<file path="src/rtl/acc_arbiter.sv">
// acc_arbiter
//   Round-robin owner of a shared WIDTH-bit accumulator. A granted requester
//   streams a burst of operands. The accumulator is cleared at burst start and
//   sums every accepted beat. On the final beat the sum, a sticky carry flag,
//   a saturating beat count and the owner ID are published for one cycle.
//
// Ports
//   clk        clock, rising edge
//   rst        synchronous active-high reset
//   req        [N_REQ]        per-requester request; with gnt marks a valid beat
//   data       [N_REQ*WIDTH]  operand of requester i at [i*WIDTH +: WIDTH]
//   last       [N_REQ]        final-beat marker, only meaningful on an accepted beat
//   gnt        [N_REQ]        one-hot grant, doubles as ready for the owner
//   busy                      high while a burst is in progress or completing
//   res_valid                 one-cycle result strobe
//   res_data   [WIDTH]        burst sum modulo 2^WIDTH
//   res_id     [IDW]          requester that produced the result
//   res_ovf                   carry-out seen on any beat of the burst
//   res_beats  [8]            accepted beat count, saturating at 255
module acc_arbiter #(
  parameter int N_REQ = 4,
  parameter int WIDTH = 8,
  localparam int IDW  = (N_REQ > 1) ? $clog2(N_REQ) : 1
) (
  input  logic                   clk,
  input  logic                   rst,
  input  logic [N_REQ-1:0]       req,
  input  logic [N_REQ*WIDTH-1:0] data,
  input  logic [N_REQ-1:0]       last,
  output logic [N_REQ-1:0]       gnt,
  output logic                   busy,
  output logic                   res_valid,
  output logic [WIDTH-1:0]       res_data,
  output logic [IDW-1:0]         res_id,
  output logic                   res_ovf,
  output logic [7:0]             res_beats
);

  typedef enum logic [1:0] {IDLE, ACCUM, DONE} state_t;

  state_t           state, state_nxt;
  logic [IDW-1:0]   owner;
  logic [IDW-1:0]   ptr;
  logic [IDW-1:0]   win;
  logic [IDW-1:0]   idx;
  logic [WIDTH-1:0] acc;
  logic             ovf;
  logic [7:0]       cnt;
  logic [WIDTH-1:0] op [N_REQ];
  logic [WIDTH-1:0] sum;
  logic             carry;
  logic             beat_ok;

  function automatic logic [7:0] sat_inc(input logic [7:0] v);
    return (v == 8'hFF) ? v : v + 8'd1;
  endfunction

  for (genvar i = 0; i < N_REQ; i++) begin : g_op
    assign op[i] = data[i*WIDTH +: WIDTH];
  end

  // Round-robin search starting one past the last served requester.
  always_comb begin
    win = ptr;
    idx = ptr;
    for (int i = N_REQ; i >= 1; i--) begin
      idx = IDW'((int'(ptr) + i) % N_REQ);
      // Descending order so the nearest requester after ptr is written last.
      if (req[idx]) win = idx;
    end
  end

  assign beat_ok        = (state == ACCUM) && req[owner];
  assign {carry, sum}   = {1'b0, acc} + {1'b0, op[owner]};

  // Control: state register
  always_ff @(posedge clk) begin
    if (rst) state <= IDLE;
    else     state <= state_nxt;
  end

  always_comb begin
    state_nxt = state;
    gnt       = '0;
    busy      = 1'b0;
    res_valid = 1'b0;
    case (state)
      IDLE:  if (|req) state_nxt = ACCUM;
      ACCUM: begin
        gnt[owner] = 1'b1;
        busy       = 1'b1;
        if (req[owner] && last[owner]) state_nxt = DONE;
      end
      DONE: begin
        busy      = 1'b1;
        res_valid = 1'b1;
        state_nxt = IDLE;
      end
      default: state_nxt = IDLE;
    endcase
  end

  // Accumulate and publish: the result registers load on the final beat so
  // they are valid during the DONE strobe cycle.
  always_ff @(posedge clk) begin
    if (rst) begin
      owner     <= '0;
      ptr       <= IDW'(N_REQ - 1);
      acc       <= '0;
      ovf       <= 1'b0;
      cnt       <= '0;
      res_data  <= '0;
      res_id    <= '0;
      res_ovf   <= 1'b0;
      res_beats <= '0;
    end else if (state == IDLE) begin
      if (|req) begin
        owner <= win;
        acc   <= '0;
        ovf   <= 1'b0;
        cnt   <= '0;
      end
    end else if (beat_ok) begin
      acc <= sum;
      ovf <= ovf | carry;
      cnt <= sat_inc(cnt);
      if (last[owner]) begin
        res_data  <= sum;
        res_ovf   <= ovf | carry;
        res_beats <= sat_inc(cnt);
        res_id    <= owner;
        ptr       <= owner;
      end
    end
  end

endmodule

</file>
<file path="config.mk">
export PLATFORM = sky130hd
export DESIGN_NAME = acc_arbiter
export DESIGN_NICKNAME = d
export VERILOG_FILES = /design/src/rtl/acc_arbiter.sv
export SDC_FILE = /design/constraint.sdc
export NUM_CORES = 1
export LEC_CHECK = 0
export ABC_AREA = 0
export CORE_ASPECT_RATIO = 1.5
export CORE_MARGIN = 1
export CORE_UTILIZATION = 49
export DETAILED_ROUTE_END_ITERATION = 12
export GPL_TIMING_DRIVEN = 0
export PLACE_DENSITY = 0.81
export REMOVE_ABC_BUFFERS = 1
export SYNTH_ARGS = -nofsm -noshare
export SYNTH_HDL_FRONTEND = slang
export SYNTH_SLANG_ARGS = --single-unit
</file>
<file path="constraint.sdc">
create_clock -name clk -period 4.01 [get_ports clk]
set_clock_uncertainty 0.05 [all_clocks]
set_input_delay 0.802 -clock clk [delete_from_list [all_inputs] [get_ports clk]]
set_output_delay 0.802 -clock clk [all_outputs]
set_load 0.03 [all_outputs]
</file>
==> results.json, run 1 <==
{
  "syn_to_final_growth_pct": 27.89,
  "grt_pass1_vias": 2214,
  "synth.avg_cell_area_um2": 8.664,
  "outcome": "finished, final reports clean",
  "dr.first_iter.drc_count": 131,
  "ctsRootBufferMaster": "sky130_fd_sc_hd__clkbuf_8",
  "finish.net_count": 398,
  "total_cts_buffers": 5,
  "total_standard_cell_area_after_synthesis_mm2": 0.002521,
  "cts.path.max_buffers": 2,
  "period_minus_slack_ns": 3.391,
  "cts.sinks": 42,
  "synth.yosys.seq_area_share_pct": 33.35,
  "cts_post_setup_buffers_inserted": 0,
  "boundaryPins": 67,
  "max-vdd-ir-drop_uv": 216.1,
  "worstSkewPairLatency_ns": 0.30,
  "drive_gt1_share_pct": 9.302,
  "postRouteAntennaNets": 0,
  "yosysUniqueCellTypes": 50,
  "mostFrequentLayoutCell": "sky130_fd_sc_hd__clkdlybuf4s50_1",
  "yosysWarnings": 0,
  "ctsResizeCount": 0,
  "avgRoutedWirePerCell_um": 14.05,
  "detailroute.via_count": 2320,
  "routabilityCongestion": 0.8041,
  "initial_utilization_pct": 51.59,
  "synth_seq_cells": 42,
  "worst_setup_ep_type": "register",
  "finalSetupTns_ns": 0,
  "numPortBuffers": 66,
  "grtUsageTotal_pct": 23.16,
  "powerDensity_mw_per_mm2": 334.8,
  "fin_crit_sh_pct": 84.55,
  "tightestPinTransition_ns": 0.9669,
  "worst_slew_margin_rel_pct": 35.25,
  "fp.coreArea_mm2": 0.004887,
  "number_of_antenna_violations_at_the_first_check_in_global_routing": 0,
  "share_of_async_settable_or_async_resettable_flops_after_synthesis_pct": 0,
  "antenna-diode-count": 0,
  "final.setup.worst_slack_ns": 0.6194,
  "static-leakage-power_nw": 1.137,
  "multi_input_comb_area_mm2": 0.001528,
  "pre_cts_slack_ns": 0.3958,
  "mostFrequentLayoutCells": "sky130_fd_sc_hd__clkdlybuf4s50_1, sky130_fd_sc_hd__nand2_1, sky130_fd_sc_hd__dfxtp_1",
  "first_pass_iters": 6,
  "finalSetupViolations": 0,
  "crit_path_start_kind": "register",
  "hp-class": "register to register",
  "grt_max_degree": 42,
  "timing_hold_violations_final": 0,
  "post_drt_via_cell_ratio": 5.659,
  "final-seq-area_um2": 840.8,
  "dpl.hpwl_mm": 4.092,
  "critical_path_required_ns": 4.11,
  "post_dp_cell_area_mm2": 0.003129,
  "achievable-frequency_ghz": 0.2949,
  "tritoncts": "built",
  "rsz0062_at_grt": "false",
  "core.rowCount": 31,
  "global_route.overflow_total": 0,
  "register_clock_pin_slew_on_the_reported_worst_setup_and_hold_paths_ns": 0.08,
  "timing.critical_path.arrival_ns": 3.49,
  "post_cts_hold_buffer_count": 0,
  "setup.worst_path.class": "register to register",
  "synth_edf_count": 0,
  "synthFlopType": "sky130_fd_sc_hd__dfxtp_1",
  "final_design_area_no_fill_mm2": 0.003224,
  "report.final.slew_viol_count": 0,
  "drc": 0,
  "die_w_um": 60.57,
  "grt_pass1_wl_mm": 9.742,
  "worstPathMaxFanout": 16,
  "fillCellCount": 422,
  "clock_tree.htree_level_count": 2,
  "wirelength_mm": 5.759,
  "dieHeight_um": 89.85,
  "cap_violations": 0,
  "netlist_instances": 291,
  "die_area_mm2": 0.005442
}
[final timing paths]
path	from	end	slack, ns	depth (start not counted)
worst max-delay path	owner[0]	res_ovf	0.62	8
worst min-delay path	res_beats[4]	res_beats[4]	0.41	2
worst min register to register	res_beats[4]	res_beats[4]	0.41	2
worst max register to register	owner[0]	res_ovf	0.62	8
[registers in the layout, indices dropped and copies added (netlist names)]
name and flops:
acc 8, cnt 8, ovf 1, owner 2, ptr 2, res_beats 8, res_data 8, res_id 2
res_ovf 1, state 2
[cells in the mapped netlist, types with 2 or more instances]
| cell | count | area share, % |
|---|---|---|
| sky130_fd_sc_hd__o211ai_1 | 6 | 1.8 |
| sky130_fd_sc_hd__clkbuf_1 | 7 | 1.0 |
| sky130_fd_sc_hd__a21oi_1 | 36 | 7.1 |
| sky130_fd_sc_hd__and2_1 | 2 | 0.50 |
| sky130_fd_sc_hd__dfxtp_1 | 42 | 33 |
| sky130_fd_sc_hd__buf_6 | 5 | 2.2 |
| sky130_fd_sc_hd__nor3_1 | 4 | 0.79 |
| sky130_fd_sc_hd__buf_2 | 8 | 1.6 |
| sky130_fd_sc_hd__mux4_2 | 10 | 8.9 |
| sky130_fd_sc_hd__xnor2_1 | 7 | 2.4 |
| sky130_fd_sc_hd__a21o_1 | 3 | 0.89 |
| sky130_fd_sc_hd__o21ai_0 | 6 | 1.2 |
| sky130_fd_sc_hd__inv_1 | 6 | 0.89 |
| sky130_fd_sc_hd__and2_0 | 2 | 0.50 |
| sky130_fd_sc_hd__a31oi_1 | 2 | 0.50 |
| sky130_fd_sc_hd__ha_1 | 12 | 6.0 |
| sky130_fd_sc_hd__nand3_1 | 14 | 2.8 |
| sky130_fd_sc_hd__nand2b_1 | 5 | 1.2 |
| sky130_fd_sc_hd__nand2_1 | 49 | 7.3 |
| sky130_fd_sc_hd__nor2_1 | 20 | 3.0 |
| sky130_fd_sc_hd__a211oi_1 | 7 | 2.1 |
| sky130_fd_sc_hd__mux2i_1 | 3 | 1.2 |
| sky130_fd_sc_hd__and3_1 | 4 | 0.99 |
| sky130_fd_sc_hd__o21a_1 | 2 | 0.60 |
| sky130_fd_sc_hd__a211oi_2 | 3 | 1.5 |
| sky130_fd_sc_hd__a221oi_1 | 2 | 0.69 |
[per-layer routing]
| layer | vias to the layer above | part of all wire (%) | GRT usage [%] |
|---|---|---|---|
| met5 | - | 0 | 0 |
| met4 | 0 | 2.0 | 8.902 |
| met3 | 10 | 5.5 | 4.604 |
| met2 | 72 | 55 | 40.93 |
| met1 | 1091 | 38 | 26.03 |
| li1 | 1147 | - | - |
[final cells by class]
class	instances	area share [%]
Tap cell	66	2.561
Timing Repair Buffer	66	20.33
Clock inverter	2	0.3880
Sequential cell	42	26.08
Multi-Input combinational cell	222	47.38
Clock buffer	6	2.561
Inverter	6	0.6985
[logic make-up (layout without fill, tap and decap cells)]
logic type,Yosys count,in the layout,synth area share [%]
muxes,14,14,10.57
buffers and inverters,27,80,6.055
AOI/OAI and AO/OA,73,73,18.41
adders and majority gates,13,13,6.749
and+or+nand+nor,114,114,22.09
xor gates and xnor gates,8,8,2.779
DFF,42,42,33.35
[critical path: stages (launching register included)]
cell                       delay, ns
sky130_fd_sc_hd__dfxtp_1        0.85
sky130_fd_sc_hd__mux4_2         0.60
sky130_fd_sc_hd__ha_1           0.24
sky130_fd_sc_hd__fa_1           0.42
sky130_fd_sc_hd__a21o_1         0.20
sky130_fd_sc_hd__a221oi_1       0.38
sky130_fd_sc_hd__o21ai_0        0.20
sky130_fd_sc_hd__nor3_1         0.21
sky130_fd_sc_hd__nor3_1         0.08
[metrics by stage]
| step | instances | utilization (%) | power [mW] | hold slack [ns] |
|---|---|---|---|---|
| 2_1_floorplan | 270 | - | 0.6829 | 0.3961 |
| 3_3_place_gp | 402 | 64.13 | 0.7943 | 0.3888 |
| 3_5_place_dp | 402 | 64.03 | 0.8017 | 0.3981 |
| 4_1_cts | 410 | 65.98 | 1.086 | 0.4091 |
| 5_1_grt | 410 | 65.98 | 1.144 | 0.4277 |
| 6_report | 410 | 65.98 | 1.080 | 0.4054 |
[power by group]
part / switching (mW) / total, mW / leakage (nW) / internal [mW]
Clock: 0.145 / 0.284 / 0.0472 / 0.138
Sequential: 0.0290 / 0.464 / 0.340 / 0.435
Combinational: 0.175 / 0.332 / 0.750 / 0.157
Total: 0.349 / 1.08 / 1.14 / 0.730
No activity file was read; power rests on OpenSTA's default activity.
==> inputs of run 2 (changes only) <==
==> constraint.sdc (replaced) <==
create_clock -name clk -period 3.2 [get_ports clk]
set_clock_uncertainty 0.05 [all_clocks]
set_input_delay 0.64 -clock clk [delete_from_list [all_inputs] [get_ports clk]]
set_output_delay 0.64 -clock clk [all_outputs]
set_load 0.03 [all_outputs]
==> run 2 against run 1 <==
  * Via count decreased by 0.22%
  * Die area unchanged
  * Final cell count unchanged
  * Global-route usage unchanged
  * Critical path depth increased by 1
  * Highest routed layer unchanged
==> results.json, run 2 (synthesis results as in run 1) <==
{
  "outcome": "finished, final reports clean",
  "postRouteAntennaNets": 0,
  "pre_cts_slack_ns": -0.2522,
  "worst_setup_ep_type": "register",
  "cts_post_setup_buffers_inserted": 0,
  "register_clock_pin_slew_on_the_reported_worst_setup_and_hold_paths_ns": 0.08,
  "rsz0062_at_grt": "false",
  "grtUsageTotal_pct": 23.16,
  "cts.path.max_buffers": 2,
  "global_route.overflow_total": 0,
  "timing.critical_path.arrival_ns": 3.12,
  "fp.coreArea_mm2": 0.004887,
  "avgRoutedWirePerCell_um": 14.09,
  "worstRegToRegCells": 8,
  "drc": 0,
  "globalRoute.busiestLayer": "met2",
  "max-vdd-ir-drop_uv": 270.0,
  "timing_hold_violations_final": 0,
  "power.net_switching_mw": 0.4377,
  "critPathSlowestCell": "sky130_fd_sc_hd__mux4_2",
  "global_route.usage.met1_pct": 26.03,
  "postLayoutCoreUtil_pct": 66.21,
  "final.setup.worst_slack_ns": 0.1783,
  "routabilityCongestion": 0.8041,
  "static-leakage-power_nw": 1.140,
  "worstSkewPairLatency_ns": 0.30,
  "finalSetupTns_ns": 0,
  "die_area_mm2": 0.005442,
  "report.final.slew_viol_count": 0,
  "initial_utilization_pct": 51.59,
  "post-layout-total-power_mw": 1.354,
  "numPortBuffers": 66,
  "mostFrequentLayoutCells": "sky130_fd_sc_hd__clkdlybuf4s50_1, sky130_fd_sc_hd__nand2_1, sky130_fd_sc_hd__dfxtp_1",
  "share_clk_of_total_power_pct": 26.2,
  "finalSetupViolations": 0,
  "mostFrequentLayoutCell": "sky130_fd_sc_hd__clkdlybuf4s50_1",
  "tightestPinTransition_ns": 0.9711,
  "p_sw_share_pct": 32.32,
  "dpl.hpwl_mm": 4.092,
  "fin_crit_sh_pct": 94.43,
  "cap_violations": 0,
  "core.rowCount": 31,
  "critical-path-top-cell-by-count": "sky130_fd_sc_hd__nor3_1",
  "cts.sinks": 42,
  "powerDensity_mw_per_mm2": 418.6,
  "path_cells": "clkdlybuf4s50_1, mux4_2, ha_1, fa_1, a21o_1, a221oi_2, o21ai_0, nor3_1, nor3_1",
  "boundaryPins": 67,
  "timing.reg2reg.setup_slack_ns": 0.33,
  "critical-path-max-stage-delay_ns": 0.47,
  "fillCellCount": 421,
  "worstPathMaxFanout": 3,
  "grt_pass1_wl_mm": 9.742,
  "dieHeight_um": 89.85,
  "hold_ws_ns": 0.4041,
  "grt_pass1_vias": 2214,
  "number_of_antenna_violations_at_the_first_check_in_global_routing": 0,
  "routing_usage_on_met2_pct": 40.93,
  "finish.net_count": 398,
  "crit_path_start_kind": "primary input",
  "achievable-frequency_ghz": 0.3309,
  "first_pass_iters": 4,
  "critical_path_required_ns": 3.30,
  "worst_slew_margin_rel_pct": 34.96,
  "wirelength_mm": 5.777,
  "hold-path-cell-count": 2,
  "power.share.combinational_pct": 30.8,
  "internal_pwr_total_mw": 0.9166,
  "grt_max_degree": 42,
  "dr.first_iter.drc_count": 117,
  "antenna-diode-count": 0,
  "drive_gt1_share_pct": 10.17,
  "clock_tree.htree_level_count": 2,
  "setup.worst_path.class": "primary input to register",
  "tritoncts": "built",
  "total_cts_buffers": 5,
  "syn_to_final_growth_pct": 28.34,
  "period_minus_slack_ns": 3.022,
  "ctsRootBufferMaster": "sky130_fd_sc_hd__clkbuf_8",
  "seq_power_share_pct": 43.0,
  "hp-class": "register to register",
  "die_w_um": 60.57,
  "detailroute.via_count": 2315,
  "post_drt_via_cell_ratio": 5.646,
  "globalRouteMet3Util_pct": 4.604
}
==> run 2: cell counts in the layout (fill, tap and decap cells not counted) <==
No cell type changed its count.
==> run 2: critical path: cells and delay by family <==
kind | cells | cell delay (ns)
adders and majority gates | 2 | 0.66
AOI/OAI and AO/OA | 3 | 0.67
buffers and inverters | 1 | 0.39
and+or+nand+nor | 2 | 0.29
muxes | 1 | 0.47
==> run 2: metrics by stage <==
| stage | cells | cell area [um^2] |
|---|---|---|
| after floorplan | 270 | 2391 |
| after global placement | 402 | 3134 |
| after detailed placement | 402 | 3129 |
| after CTS | 410 | 3226 |
| after global routing | 410 | 3236 |
| final | 410 | 3236 |
==> run 2: metal layers <==
metal	vias to the layer above	routed length [um]	share of wire (%)
met4	0	116	2.0
met2	66	3147	54
met5	-	0	0
li1	1147	-	-
met3	11	251	4.3
met1	1091	2261	39
==> run 2: final cells by class <==
class / instances / area (um^2) / share of cell area [%]
clock buffer: 6 / 82.58 / 2.552
clock inverter: 2 / 12.51 / 0.3867
inverter: 6 / 22.52 / 0.6961
multi-input combinational: 222 / 1534 / 47.41
sequential: 42 / 845.8 / 26.14
tap: 66 / 82.58 / 2.552
timing repair buffer: 66 / 655.6 / 20.26
==> run 2: path summary, 6_finish.rpt <==
| check | from | endpoint |
|---|---|---|
| worst max-delay path | data[24] | res_ovf |
| worst min-delay path | res_beats[4] | res_beats[4] |
| worst max register to register | owner[0] | res_ovf |
| worst min register to register | res_beats[4] | res_beats[4] |
==> run 2: repair_timing <==
action,in CTS,in global routing
setup endpoints to repair,4,2
gates resized for setup,1,3
hold buffers,0,0
==> run 2: power groups by stage <==
stage / combinational (mW) / sequential, mW / clock [mW]
2_1_floorplan: 0.256 / 0.599 / 0
3_3_place_gp: 0.403 / 0.593 / 0
3_5_place_dp: 0.411 / 0.594 / 0
4_1_cts: 0.415 / 0.583 / 0.363
5_1_grt: 0.453 / 0.589 / 0.394
6_report: 0.417 / 0.583 / 0.355
